[config.mk]
export PLATFORM = sky130hd
export DESIGN_NAME = mem_access_ctrl
export DESIGN_NICKNAME = d
export VERILOG_FILES = /design/src/rtl/mem_access_ctrl.sv
export SDC_FILE = /design/constraint.sdc
export NUM_CORES = 1
export LEC_CHECK = 0
export CORE_ASPECT_RATIO = 0.8
export CORE_UTILIZATION = 42
export CTS_BUF_LIST = sky130_fd_sc_hd__clkbuf_4 sky130_fd_sc_hd__clkbuf_8 sky130_fd_sc_hd__clkbuf_16
export DETAILED_ROUTE_END_ITERATION = 7
export MAX_ROUTING_LAYER = met4
export PLACE_DENSITY = 0.91
export SLEW_MARGIN = 10
export SYNTH_ARGS = -nofsm -noshare
export SYNTH_HDL_FRONTEND = slang
export SYNTH_SLANG_ARGS = --single-unit
[constraint.sdc]
create_clock -name clk -period 4.25 [get_ports clk]
set_clock_uncertainty 0.1 [all_clocks]
set_input_delay 0.425 -clock clk [delete_from_list [all_inputs] [get_ports clk]]
set_output_delay 0.425 -clock clk [all_outputs]
set_load 0.01 [all_outputs]
[src/rtl/mem_access_ctrl.sv]
// Purpose: MEM-stage data-memory initiator. It turns a load/store micro-op into one word-aligned request with byte enables and lane-replicated store data.
// Latency: the request appears 1 cycle after start. done or misaligned pulses 1 cycle after dmem_resp or after the rejected start.
// Backpressure: stall is held while the request is outstanding and drops in the dmem_resp cycle. DONE waits for advance before accepting the next op.
//
// Ports:
//   clk, rst                  pipeline clock, asynchronous active-high reset
//   req_valid/is_load/is_store/funct3/addr/store_data   micro-op from MEM stage
//   advance                   MEM->WB pipeline move; the only exit from DONE
//   dmem_resp/dmem_rdata      memory completion and read word
//   dmem_read/dmem_write/dmem_address/dmem_byte_enable/dmem_wdata   registered request
//   stall                     combinational pipeline freeze
//   rdata_out                 raw read word of the last completed load
//   done/misaligned           one-cycle completion / rejection pulses
module mem_access_ctrl #(
  parameter int ADDR_WIDTH = 32
) (
  input  logic                  clk,
  input  logic                  rst,
  input  logic                  req_valid,
  input  logic                  is_load,
  input  logic                  is_store,
  input  logic [2:0]            funct3,
  input  logic [ADDR_WIDTH-1:0] addr,
  input  logic [31:0]           store_data,
  input  logic                  advance,
  input  logic                  dmem_resp,
  input  logic [31:0]           dmem_rdata,
  output logic                  dmem_read,
  output logic                  dmem_write,
  output logic [ADDR_WIDTH-1:0] dmem_address,
  output logic [3:0]            dmem_byte_enable,
  output logic [31:0]           dmem_wdata,
  output logic                  stall,
  output logic [31:0]           rdata_out,
  output logic                  done,
  output logic                  misaligned
);

  typedef enum logic [1:0] {IDLE, BUSY, DONE} state_t;

  state_t      state;
  logic        start;
  logic        misaligned_comb;
  logic        size_half;
  logic        size_word;
  logic [3:0]  be_comb;
  logic [31:0] wdata_comb;

  // funct3[2] only selects zero- versus sign-extension. Writeback handles that, so it is not needed here.
  logic        unused_funct3;
  assign unused_funct3 = funct3[2];

  always_comb begin
    start           = req_valid & (is_load | is_store) & (state == IDLE);
    size_half       = (funct3[1:0] == 2'b01);
    size_word       = funct3[1];
    misaligned_comb = (size_half & addr[0]) | (size_word & (addr[1:0] != 2'b00));

    // If both opcode flags are set, the op is treated as a store.
    be_comb    = 4'b1111;
    wdata_comb = 32'h0;
    if (is_store) begin
      if (size_word) begin
        be_comb    = 4'b1111;
        wdata_comb = store_data;
      end else if (size_half) begin
        be_comb    = 4'b0011 << {addr[1], 1'b0};
        wdata_comb = {2{store_data[15:0]}};
      end else begin
        be_comb    = 4'b0001 << addr[1:0];
        wdata_comb = {4{store_data[7:0]}};
      end
    end
  end

  // stall drops in the response cycle, so the pipeline moves at that same edge.
  assign stall = ((state == IDLE) & start & ~misaligned_comb) |
                 ((state == BUSY) & ~dmem_resp);

  always_ff @(posedge clk or posedge rst) begin
    if (rst) begin
      state            <= IDLE;
      dmem_read        <= 1'b0;
      dmem_write       <= 1'b0;
      dmem_address     <= '0;
      dmem_byte_enable <= 4'b0;
      dmem_wdata       <= 32'h0;
      rdata_out        <= 32'h0;
      done             <= 1'b0;
      misaligned       <= 1'b0;
    end else begin
      done       <= 1'b0;
      misaligned <= 1'b0;
      case (state)
        IDLE: begin
          if (start) begin
            if (misaligned_comb) begin
              misaligned <= 1'b1;
              state      <= DONE;
            end else begin
              dmem_address     <= {addr[ADDR_WIDTH-1:2], 2'b00};
              dmem_byte_enable <= be_comb;
              dmem_wdata       <= wdata_comb;
              dmem_write       <= is_store;
              dmem_read        <= ~is_store;
              state            <= BUSY;
            end
          end
        end
        BUSY: begin
          if (dmem_resp) begin
            // dmem_read is still set only for a load, so stores leave rdata_out unchanged.
            if (dmem_read) begin
              rdata_out <= dmem_rdata;
            end
            dmem_read  <= 1'b0;
            dmem_write <= 1'b0;
            done       <= 1'b1;
            state      <= DONE;
          end
        end
        DONE: begin
          // Holding here stops the same instruction from being reissued until the pipeline moves.
          if (advance) begin
            state <= IDLE;
          end
        end
        default: state <= IDLE;
      endcase
    end
  end

endmodule

==> impl_metrics.ini, run 1 <==
[run_status]
status = finished clean

[synth]
syn_area_per_cell_um2 = 13.9
synth_top_cell_by_area = dfrtp_1
yosysTopAreaCellShare = 0.559
synth_warnings = 0
syn_inst = 335
synth.distinct_cells = 28
ys_seq_elements = 104
synth.area.top_cells = dfrtp_1 (56%), mux2_1 (14%), mux2_4 (9.7%), mux2i_1 (5.6%), o21ai_0 (2.2%)
yosysSeqAreaShare = 0.559
syn_area_mm2 = 0.00465

[grt]
track_usage = 0.222
grt_max_degree = 89
antenna_found_initial = 0
grt_pass1_vias = 3634
grt_overflow_total = 0
grt_pass1_wl_mm = 18.9

[pwr]
combPwrFrac = 0.430
p_leak_nw = 3.13
seqPwrFrac = 0.384
p_per_area_mw_per_mm2 = 623
intPower_w = 0.00307
pwr-share-clk = 0.187
ir_drop_v = 0.000349
switchingPower_w = 0.00132
power.share.switching = 0.301
total_power_w = 0.00439

[die]
die_h_um = 96.1
initial_core_util = 0.442
core-area_mm2 = 0.0105
rows = 33
io_pins = 211
dieArea_mm2 = 0.0115
die_w_um = 120

[cells_and_area]
antenna_cells = 0
layout_commonest_cell = clkdlybuf4s50_1
final_cell_mix = clkdlybuf4s50_1 (207), dfrtp_1 (104), mux2_1 (58)
nNetsFinal = 644
fillers = 763
layout-area-overhead-vs-synth_pct = 51.6
drive_above_1_share = 0.112

[place]
hpwl_mm = 8.54
dp_slack_ns = 1.29
numPortBuffers = 207
gp_congestion = 0.785

[cts]
cts_buffers = 9
clk_latency_ns = 0.34
clock_path_buffers = 2
cts_setup_buffers = 0
htree_num_levels = 3
cts_tree = yes
clkTransAtPathRegs_ns = 0.07
ctsResizeCount = 0
root_buffer = clkbuf_16
cts.sinks = 104
cts_hold_buf = 0

[timing]
tightest_slew_ns = 1.04
slew_viol_final = 0
period_needed_ns = 2.77
hold_slack_ns = 0.387
setup_viol = 0
slew_headroom = 0.305
min_period_over_period = 0.652
rsz0062_at_grt = no
timing.final.ws_setup_ns = 1.48
hold_viol = 0
fin_tns_setup_ns = 0
fmax_mhz = 361

[setup_path]
arrival_ns = 2.24
path_class = input pin to output pin
worstSetupEndpointType = output pin
reg2reg_slack_ns = 2.02
start_kind = input pin
r2r_start = state[0]
cp_data_required_time_ns = 3.72
ff2ff_path_depth = 5
path_max_fanout = 20
r2r-end = dmem_wdata[12]

[hold_path]
holdPathEnd = dmem_address[10]
hold_path.class = register to register
hp-start = dmem_address[10]
min_path_cells = 1

[drt]
viasPerCell = 5.00
wl_mm = 11.8
route.detailed.drc = 0
drtPass1Iterations = 4
vias = 3416
ant_nets = 0
detail_route.wl_per_cell_um = 17.3
drt_iter0_drc = 156

[job]
drv_cap = 0
power by group through the flow:
| stage | Clock, W | Combinational (W) | Sequential (W) |
|---|---|---|---|
| after floorplan | 0 | 0.000569 | 0.00189 |
| after global placement | 0 | 0.00186 | 0.00166 |
| after detailed placement | 0 | 0.00190 | 0.00170 |
| after CTS | 0.000848 | 0.00191 | 0.00169 |
| after global routing | 0.000883 | 0.00201 | 0.00174 |
| final | 0.000819 | 0.00189 | 0.00169 |
area by class of cell:
type                    count  area, um2  area share
multi-input cells         197       1810       0.256
clock buffers              10        239      0.0339
well taps                 140        175      0.0248
repair buffers            212       2110       0.299
clock inverters             6       58.8     0.00834
inverters                  14       60.1     0.00852
flip-flops and latches    104       2600       0.369
worst max path at each step:
stage	depth (start not counted)	startpoint	slack [ns]	endpoint
after CTS	7	funct3[0]	1.47	stall
after global placement	7	funct3[0]	1.35	dmem_address[16]
final	7	funct3[0]	1.48	stall
after global routing	7	funct3[0]	1.41	stall
after detailed placement	7	funct3[0]	1.29	dmem_wdata[22]
after floorplan	1	rst	0.99	dmem_address[10]
logic make-up after synthesis:
family / after synthesis / synth area share
buf+inv: 35 / 0.0546
simple gates: 38 / 0.0401
other cells: 1 / 0.000806
flops: 104 / 0.559
mux: 116 / 0.298
compound gates: 41 / 0.0473
synthesized netlist by cell type:
cell type	instances
buf_6	6
o21bai_1	2
o21ai_1	1
clkinv_1	2
nand2_1	18
a21o_1	1
buf_2	4
buf_4	5
o211ai_2	1
inv_1	11
nor2_1	13
or2_4	1
conb_1	1
nand2b_4	1
o21ai_0	20
nand2_8	1
nor2b_1	2
a21oi_1	16
mux2i_1	26
mux2_4	30
clkbuf_1	3
mux2_1	58
buf_12	3
nor3b_1	1
mux2_2	2
inv_6	1
or3_2	1
dfrtp_1	104
metal layers:
metal,vias up,wire length [um],GRT usage,part of all wire
met2,157,5880,0.372,0.50
met3,16,818,0.0545,0.069
met1,1691,4930,0.264,0.42
li1,1552,-,-,-
met5,-,0,-,0
met4,0,210,0.0771,0.018
critical path, cell delays in order:
cell             delay [ns]
clkdlybuf4s50_1        0.40
buf_4                  0.22
a21o_1                 0.21
o21ai_1                0.12
nor2b_4                0.18
o21bai_1               0.11
clkdlybuf4s50_1        0.59
state kept, by name, summed over array words and instances, names as in the netlist:
register	flops
dmem_address	30
dmem_byte_enable	4
dmem_read	1
dmem_wdata	32
dmem_write	1
done	1
misaligned	1
rdata_out	32
state	2
stage by stage:
step | instance area [um2] | utilization | cells
floorplan | 4660 | - | 336
global placement | 6760 | 0.642 | 667
detailed placement | 6760 | 0.642 | 667
CTS | 7050 | 0.670 | 683
global route | 7050 | 0.670 | 683
finish | 7050 | 0.670 | 683
Note: power is estimated with default switching activity, not from simulation.
==> inputs of run 2 (changes only) <==
clock period = 2.8 ns   (was 4.25 ns; I/O delays follow)
==> run 2 against run 1 <==
  * Sequential share of layout area shrank 0.14 points
  * Critical path depth shrank 2
  * Cell count grew 0.15%
  * Final area grew 0.37%
  * Wire length shrank 0.50%
  * Register-to-register slack lost 1.2 ns
  * Die area is the same
  * Worst setup slack lost 1.0 ns
  * Global-route usage shrank 0.62 points
  * Total power grew 51%
  * Largest power group unchanged
==> impl_metrics.ini, run 2 (synthesis gave the netlist of run 1 again) <==
[grt]
track_usage = 0.216
grt_pass1_vias = 3510
antenna_found_initial = 0
grt_overflow_total = 0
grt_pass1_wl_mm = 18.4
grt_max_degree = 105

[cts]
root_buffer = clkbuf_16
cts_hold_buf = 0
cts_buffers = 9
htree_num_levels = 3
cts_tree = yes
clk_latency_ns = 0.34
clock_path_buffers = 2
clkTransAtPathRegs_ns = 0.07
ctsResizeCount = 0
cts_setup_buffers = 0
cts.sinks = 104

[drt]
drt_iter0_drc = 192
viasPerCell = 4.88
drtPass1Iterations = 4
detail_route.wl_per_cell_um = 17.2
ant_nets = 0
vias = 3340
wl_mm = 11.8
route.detailed.drc = 0

[timing]
period_needed_ns = 2.35
slew_viol_final = 0
min_period_over_period = 0.839
tightest_slew_ns = 0.578
fmax_mhz = 426
fin_tns_setup_ns = 0
slew_headroom = 0.613
hold_viol = 0
setup_viol = 0
rsz0062_at_grt = no

[die]
core-area_mm2 = 0.0105
initial_core_util = 0.442
dieArea_mm2 = 0.0115
die_h_um = 96.1
rows = 33
io_pins = 211
die_w_um = 120

[place]
dpl_cell_area_mm2 = 0.00679
numPortBuffers = 207
gp_congestion = 0.804
hpwl_mm = 8.70

[setup_path]
path_delay_family = buffers and inverters
crit_path_cell_trace = nor2_1, o211ai_2, nor2b_4, o21bai_1, clkdlybuf4s50_1
path_class = register to output pin
path_max_fanout = 3
cp.buffers_inverters = 1
slowest_delay_ns = 0.58
slowest_stage = clkdlybuf4s50_1
cp_data_required_time_ns = 2.42
arrival_ns = 1.97
start_kind = register
worstSetupEndpointType = output pin

[cells_and_area]
drive_above_1_share = 0.114
layout-area-overhead-vs-synth_pct = 52.1
antenna_cells = 0
top_regs = dmem_wdata x32, rdata_out x32, dmem_address x30
final_cell_mix = clkdlybuf4s50_1 (207), dfrtp_1 (104), mux2_1 (58)
nNetsFinal = 645
stdcell_area_mm2 = 0.00708
layout_commonest_cell = clkdlybuf4s50_1

[pwr]
ir_drop_v = 0.000386
p_leak_nw = 3.14
p_per_area_mw_per_mm2 = 936

[run_status]
status = finished clean

[job]
drv_cap = 0

[hold_path]
hold_path.class = input pin to asynchronous set/reset pin
run 2: cell count changes in the layout (fill, tap and decap cells not counted), sizes merged:
cell,delta
inv,-1
clkinv,+1
buf,+1
run 2: routing by layer:
metal  global-route usage  wire length, um  up-vias
li1                     -                -     1550
met1                0.257             4900     1647
met2                0.361             5860      131
met3               0.0628              864       12
met4               0.0583              143        0
met5                    -                0        -
run 2: power breakdown:
group	leakage (nW)	internal [W]	switching [W]
sequential	1.29	0.00218	0.000367
combinational	1.71	0.00183	0.00103
clock	0.145	0.000638	0.000581
run 2: path summary, 6_finish.rpt:
| kind | start | end | slack [ns] | cells after the start |
|---|---|---|---|---|
| hold / removal | rst | dmem_address[23] | 0.35 | 3 |
| max in group asynchronous | rst | dmem_address[9] | 1.84 | 3 |
| hold reg to reg | dmem_wdata[24] | dmem_wdata[24] | 0.39 | 1 |
| setup / recovery | state[0] | stall | 0.45 | 5 |
| min in group clk | dmem_wdata[24] | dmem_wdata[24] | 0.39 | 1 |
| setup reg to reg | state[0] | dmem_address[20] | 0.86 | 5 |
run 2: layout make-up:
type	count	area, um2
Timing Repair Buffer	213	2140
Clock inverter	6	57.6
Multi-Input combinational cell	197	1810
Sequential cell	104	2600
Clock buffer	10	233
Inverter	14	61.3
Tap cell	140	175
Fill cell	791	3450
run 2: metrics by stage:
stage,setup WS (ns),total power [W],hold WS [ns],utilization,cells
2_1_floorplan,1.17,0.00373,0.276,-,336
3_3_place_gp,0.460,0.00535,0.366,0.645,668
3_5_place_dp,0.481,0.00546,0.375,0.645,668
4_1_cts,0.392,0.00670,0.363,0.672,684
5_1_grt,0.353,0.00699,0.398,0.672,684
6_report,0.451,0.00663,0.347,0.672,684
run 2: tightest hold or removal path: stages:
cell and delay, ns:
clkdlybuf4s50_1 0.44, clkinvlp_4 0.10, buf_12 0.42
